[src/rtl/cu_fsm_if.sv]
// cu_fsm_if -- bundle of the control unit's decode inputs and control outputs.
//   master : the control FSM (drives enables and instret, samples INTR/opcode/func3)
//   slave  : the datapath side (drives INTR/opcode/func3, consumes enables)
// Signals:
//   INTR       level interrupt request, pre-masked by CSR interrupt enable
//   opcode     instruction bits [6:0]
//   func3      instruction bits [14:12]
//   PCWrite    PC register load enable
//   regWrite   register-file write enable
//   memWE2     data-port write enable
//   memRDEN1   instruction-port read enable
//   memRDEN2   data-port read enable
//   reset      PC clear request
//   csr_WE     CSR write enable
//   int_taken  interrupt entry strobe
//   mret_exec  MRET strobe
//   instret    retired-instruction count
interface cu_fsm_if #(
  parameter int unsigned INSTRET_W = 32
);
  logic                 INTR;
  logic [6:0]           opcode;
  logic [2:0]           func3;
  logic                 PCWrite;
  logic                 regWrite;
  logic                 memWE2;
  logic                 memRDEN1;
  logic                 memRDEN2;
  logic                 reset;
  logic                 csr_WE;
  logic                 int_taken;
  logic                 mret_exec;
  logic [INSTRET_W-1:0] instret;

  modport master (
    input  INTR, opcode, func3,
    output PCWrite, regWrite, memWE2, memRDEN1, memRDEN2,
           reset, csr_WE, int_taken, mret_exec, instret
  );

  modport slave (
    output INTR, opcode, func3,
    input  PCWrite, regWrite, memWE2, memRDEN1, memRDEN2,
           reset, csr_WE, int_taken, mret_exec, instret
  );
endinterface

[src/rtl/cu_fsm.sv]
// cu_fsm -- multicycle control unit for an RV32 core.
// Sequences INIT -> FETCH -> EXEC [-> WB for loads] [-> INTR] -> FETCH and
// decodes the opcode/func3 in EXEC into datapath enables. Counts retired
// instructions in instret.
// Ports:
//   CLK  system clock, rising edge
//   RST  asynchronous active-high reset
//   bus  cu_fsm_if master modport (decode inputs, enables, instret)
module cu_fsm #(
  parameter int unsigned INSTRET_W = 32
) (
  input logic      CLK,
  input logic      RST,
  cu_fsm_if.master bus
);

  typedef enum logic [2:0] {
    ST_INIT  = 3'd0,
    ST_FETCH = 3'd1,
    ST_EXEC  = 3'd2,
    ST_WB    = 3'd3,
    ST_INTR  = 3'd4
  } state_t;

  typedef enum logic [6:0] {
    OP_LOAD   = 7'b0000011,
    OP_STORE  = 7'b0100011,
    OP_BRANCH = 7'b1100011,
    OP_LUI    = 7'b0110111,
    OP_AUIPC  = 7'b0010111,
    OP_JAL    = 7'b1101111,
    OP_JALR   = 7'b1100111,
    OP_IMM    = 7'b0010011,
    OP_REG    = 7'b0110011,
    OP_SYSTEM = 7'b1110011
  } opcode_t;

  state_t               state_q;
  state_t               state_d;
  logic                 retire;
  logic [INSTRET_W-1:0] instret_q;

  always_ff @(posedge CLK or posedge RST) begin
    if (RST) begin
      state_q   <= ST_INIT;
      instret_q <= '0;
    end else begin
      state_q <= state_d;
      // Natural wrap from all-ones to zero is intended.
      if (retire)
        instret_q <= instret_q + 1'b1;
    end
  end

  always_comb begin
    state_d       = ST_INIT;
    retire        = 1'b0;
    bus.PCWrite   = 1'b0;
    bus.regWrite  = 1'b0;
    bus.memWE2    = 1'b0;
    bus.memRDEN1  = 1'b0;
    bus.memRDEN2  = 1'b0;
    bus.reset     = 1'b0;
    bus.csr_WE    = 1'b0;
    bus.int_taken = 1'b0;
    bus.mret_exec = 1'b0;

    case (state_q)
      ST_INIT: begin
        bus.reset = 1'b1;
        state_d   = ST_FETCH;
      end

      ST_FETCH: begin
        bus.memRDEN1 = 1'b1;
        state_d      = ST_EXEC;
      end

      ST_EXEC: begin
        if (bus.opcode == OP_LOAD) begin
          // Loads finish in WB; INTR is not sampled here so the load is
          // never split by an interrupt.
          bus.memRDEN2 = 1'b1;
          state_d      = ST_WB;
        end else begin
          retire      = 1'b1;
          bus.PCWrite = 1'b1;
          state_d     = bus.INTR ? ST_INTR : ST_FETCH;
          case (bus.opcode)
            OP_STORE:  bus.memWE2 = 1'b1;
            OP_BRANCH: ;
            OP_LUI, OP_AUIPC, OP_JAL, OP_JALR, OP_IMM, OP_REG:
              bus.regWrite = 1'b1;
            OP_SYSTEM: begin
              if (bus.func3 == 3'b000) begin
                bus.mret_exec = 1'b1;
              end else begin
                bus.regWrite = 1'b1;
                bus.csr_WE   = 1'b1;
              end
            end
            default: ;  // unknown opcode executes as a NOP
          endcase
        end
      end

      ST_WB: begin
        retire       = 1'b1;
        bus.regWrite = 1'b1;
        bus.PCWrite  = 1'b1;
        state_d      = bus.INTR ? ST_INTR : ST_FETCH;
      end

      ST_INTR: begin
        bus.int_taken = 1'b1;
        bus.PCWrite   = 1'b1;
        state_d       = ST_FETCH;
      end

      default: state_d = ST_INIT;
    endcase
  end

  assign bus.instret = instret_q;

endmodule
[src/flat_wrapper.sv]
// flat-port wrapper written by rule: the top's interface ports become plain ports
module cu_fsm_flat 
#(
  parameter int unsigned INSTRET_W = 32
)
  (CLK, RST, bus_INTR, bus_opcode, bus_func3, bus_PCWrite, bus_regWrite, bus_memWE2, bus_memRDEN1, bus_memRDEN2, bus_reset, bus_csr_WE, bus_int_taken, bus_mret_exec, bus_instret);
  cu_fsm_if #(.INSTRET_W(INSTRET_W)) bus_i ();
  input logic CLK;
  input logic RST;
  input wire logic [$bits(bus_i.INTR)-1:0] bus_INTR;
  input wire logic [$bits(bus_i.opcode)-1:0] bus_opcode;
  input wire logic [$bits(bus_i.func3)-1:0] bus_func3;
  output wire logic [$bits(bus_i.PCWrite)-1:0] bus_PCWrite;
  output wire logic [$bits(bus_i.regWrite)-1:0] bus_regWrite;
  output wire logic [$bits(bus_i.memWE2)-1:0] bus_memWE2;
  output wire logic [$bits(bus_i.memRDEN1)-1:0] bus_memRDEN1;
  output wire logic [$bits(bus_i.memRDEN2)-1:0] bus_memRDEN2;
  output wire logic [$bits(bus_i.reset)-1:0] bus_reset;
  output wire logic [$bits(bus_i.csr_WE)-1:0] bus_csr_WE;
  output wire logic [$bits(bus_i.int_taken)-1:0] bus_int_taken;
  output wire logic [$bits(bus_i.mret_exec)-1:0] bus_mret_exec;
  output wire logic [$bits(bus_i.instret)-1:0] bus_instret;
  assign bus_i.INTR = bus_INTR;
  assign bus_i.opcode = bus_opcode;
  assign bus_i.func3 = bus_func3;
  assign bus_PCWrite = bus_i.PCWrite;
  assign bus_regWrite = bus_i.regWrite;
  assign bus_memWE2 = bus_i.memWE2;
  assign bus_memRDEN1 = bus_i.memRDEN1;
  assign bus_memRDEN2 = bus_i.memRDEN2;
  assign bus_reset = bus_i.reset;
  assign bus_csr_WE = bus_i.csr_WE;
  assign bus_int_taken = bus_i.int_taken;
  assign bus_mret_exec = bus_i.mret_exec;
  assign bus_instret = bus_i.instret;
  cu_fsm #(.INSTRET_W(INSTRET_W)) u_core (.CLK(CLK), .RST(RST), .bus(bus_i));
endmodule
[config.mk]
export PLATFORM = sky130hd
export DESIGN_NAME = cu_fsm_flat
export DESIGN_NICKNAME = d
export VERILOG_FILES = /design/src/rtl/cu_fsm_if.sv /design/src/rtl/cu_fsm.sv /design/src/flat_wrapper.sv
export SDC_FILE = /design/constraint.sdc
export NUM_CORES = 1
export LEC_CHECK = 0
export BUFFER_PORTS_ARGS = -buffer_cell sky130_fd_sc_hd__buf_4
export CORE_AREA = 2 2 70 78
export DETAILED_ROUTE_END_ITERATION = 6
export DIE_AREA = 0 0 72 80
export GPL_ROUTABILITY_DRIVEN = 0
export GPL_TIMING_DRIVEN = 0
export PLACE_DENSITY_LB_ADDON = 0.1
export REMOVE_ABC_BUFFERS = 1
export SYNTH_ARGS = -nofsm -noshare
export SYNTH_HDL_FRONTEND = slang
export SYNTH_SLANG_ARGS = --single-unit
[constraint.sdc]
create_clock -name CLK -period 5.41 [get_ports CLK]
set_input_delay 0.2705 -clock CLK [delete_from_list [all_inputs] [get_ports CLK]]
set_output_delay 0.2705 -clock CLK [all_outputs]
set_load 0.01 [all_outputs]
==> impl_metrics.env <==
export IMPL_drcViolationCount=0
export IMPL_antenna_found_initial=0
export IMPL_io_buffers=53
export IMPL_clkTransAtPathRegs_ns=0.07
export IMPL_criticalPathCategory="reg -> out"
export IMPL_cts_tree="built"
export IMPL_post_cts_buffers=0
export IMPL_final_nets=235
export IMPL_antenna_cells=0
export IMPL_cp_buffers_inverters=1
export IMPL_die_x_um=72
export IMPL_path_cells="nor4_4, a21oi_1, or2_2, buf_4"
export IMPL_hold_viol_final=0
export IMPL_maxCapViolations=0
export IMPL_hold_buffers=0
export IMPL_slew_viol_final=0
export IMPL_drt_pass1_iter_count=3
export IMPL_coreArea_sq_mm=0.00497
export IMPL_syn_avg_cell_area_sq_um=10.8
export IMPL_crit_family="simple AND/OR/NAND/NOR gates"
export IMPL_start_kind="flip-flop"
export IMPL_hold_class="in -> async"
export IMPL_power_density_mw_per_mm2=313
export IMPL_fin_ws_ns=3.29
export IMPL_cp_max_fo=8
export IMPL_setup_viol=0
export IMPL_finalPower_mw=0.721
export IMPL_initial_core_util_pct=35.9
export IMPL_clock_skew_ns=0.00513
export IMPL_ys_seq_area_share_pct=49.2
export IMPL_core_rowCount=27
export IMPL_netlist_area_sq_mm=0.00178
export IMPL_drt_iter0_drc=64
export IMPL_grtUsageTotal_pct=14.1
export IMPL_grt_pass1_wl_mm=6.37
export IMPL_cts_resized=0
export IMPL_drtAntennaViolNets=0
export IMPL_rsz0062_at_grt="false"
export IMPL_slowest_stage="dfrtp_1"
export IMPL_n_fill_cell=473
export IMPL_required_ns=5.14
export IMPL_internal_power_mw=0.480
export IMPL_ys_types=38
export IMPL_ir_worst_vdd_mv=0.214
export IMPL_cts_root_buf="clkbuf_8"
export IMPL_ios=54
export IMPL_h_tree_depth=2
export IMPL_grt_max_degree=36
export IMPL_wl_mm=3.86
export IMPL_pwr_share_comb_pct=26.9
export IMPL_setup_tns_ns=0
export IMPL_post_route_period_util_pct=39.1
export IMPL_wire_per_inst_um=13.8
export IMPL_leakagePower_nw=1.03
export IMPL_final_cell_mix="53 x buf_4, 35 x dfrtp_1, 18 x xnor2_1"
export IMPL_clock_latency_ns=0.28
export IMPL_ys_warn_count=0
export IMPL_pwr_share_clk_pct=25.5
export IMPL_slowest_delay_ns=0.49
export IMPL_critPathCaptureType="output pin"
export IMPL_pwr_share_seq_pct=47.6
export IMPL_cts_sinks=35
export IMPL_grt_pass1_vias=1386
export IMPL_arrival_ns=1.85
export IMPL_max_slew_margin_pct=51.0
export IMPL_overflow=0
export IMPL_fmax_mhz=472
export IMPL_syn_inst=165
export IMPL_status="finished clean"
export IMPL_swShare_pct=33.5
export IMPL_die_area_sq_mm=0.00576
export IMPL_clockBufferDepth=2
export IMPL_area_growth_synth_to_final_pct=29.4
export IMPL_max_slew_worst_pin_slew_ns=0.734
export IMPL_numCtsBuffers=5
export IMPL_die_h_um=80
export IMPL_vias=1385
export IMPL_drive_above_1_share_pct=35.6
export IMPL_mostFrequentLayoutCell="buf_4"
export IMPL_place_hpwl_mm=2.92
export IMPL_synth_seq_cells=35
export IMPL_power_switching_mw=0.241
export IMPL_place_ws_ns=3.44
export IMPL_min_period_ns=2.12
export IMPL_via_per_inst=4.95
area by class of cell:
class                   count  area (sq um)  share of cell area, %
flip-flops and latches     35           876                   38.0
well taps                  58          72.6                   3.15
repair buffers             53           398                   17.3
clock inverters             2          12.5                  0.543
inverters                   4          15.0                  0.651
multi-input cells         122           858                   37.2
clock buffers               6          72.6                   3.15
cells by family after synthesis:
family | synth area share [%]
AOI/OAI and AO/OA | 3.02
DFF | 49.2
and+or+nand+nor | 29.2
adders and majority gates | 0.703
xor gates and xnor gates | 15.2
buffers and inverters | 2.60
layer usage:
| metal | track usage, % | wire (um) |
|---|---|---|
| met2 | 24.4 | 1880 |
| met5 | 0 | 0 |
| met3 | 3.54 | 198 |
| met4 | 3.96 | 40 |
| met1 | 17.3 | 1750 |
synthesized netlist by cell type (all sizes together):
master	number	area [sq um]
and3	5	36.3
a21oi	2	10.0
nor3	6	30.0
xnor2	18	158
and2	4	26.3
a211o	1	10.0
nor2	11	41.3
dfrtp	35	876
nand4b	1	8.76
clkbuf	1	13.8
and4bb	1	16.3
nand4	11	68.8
nand2b	3	18.8
nand2	14	52.6
and4	3	30.0
nor4b	1	15.0
o22ai	2	12.5
nor2b	1	8.76
or3	2	12.5
nand3	10	62.6
a211oi	1	7.51
or2	3	18.8
xor2	13	114
a31oi	1	6.26
inv	4	15.0
ha	1	12.5
a21o	1	7.51
or4	1	11.3
nor3b	1	7.51
buf	3	17.5
nor4	4	55.1
stage by stage:
step / hold WS, ns / instances / utilization [%] / instance area [sq um]
final: 0.113 / 280 / 46.4 / 2300
after floorplan: 0.399 / 161 / - / 1750
after global routing: 0.200 / 280 / 46.4 / 2300
after CTS: 0.200 / 280 / 46.4 / 2300
after global placement: 0.465 / 272 / 44.7 / 2220
after detailed placement: 0.465 / 272 / 44.7 / 2220
sequential cells by signal, indices dropped and copies added, names as in the netlist:
register            flops
u_core.bus.instret     32
u_core.state_q          3
worst reg2reg max path, delay by kind of cell (launching register included):
| kind | cells | cell delay [ns] |
|---|---|---|
| xor+xnor | 1 | 0.16 |
| simple gates | 3 | 0.80 |
| flops | 1 | 0.52 |
| compound gates | 1 | 0.39 |
final timing paths:
kind,start,endpoint,slack (ns),cells after the start
worst min register to register,u_core.bus.instret[31],u_core.bus.instret[31],0.47,1
max in group asynchronous,RST,u_core.state_q[0],4.83,2
worst min-delay path,RST,u_core.bus.instret[30],0.11,2
worst max-delay path,u_core.state_q[0],bus_PCWrite,3.29,4
min in group CLK,bus_INTR,u_core.state_q[2],0.21,2
worst max register to register,u_core.state_q[0],u_core.bus.instret[31],3.44,5
power by group through the flow:
stage	Sequential, mW	Combinational (mW)	Clock, mW
2_1_floorplan	0.348	0.101	0
3_3_place_gp	0.344	0.195	0
3_5_place_dp	0.347	0.198	0
4_1_cts	0.343	0.199	0.189
5_1_grt	0.351	0.213	0.201
6_report	0.343	0.194	0.184
Power figures use the tool's default switching activity.
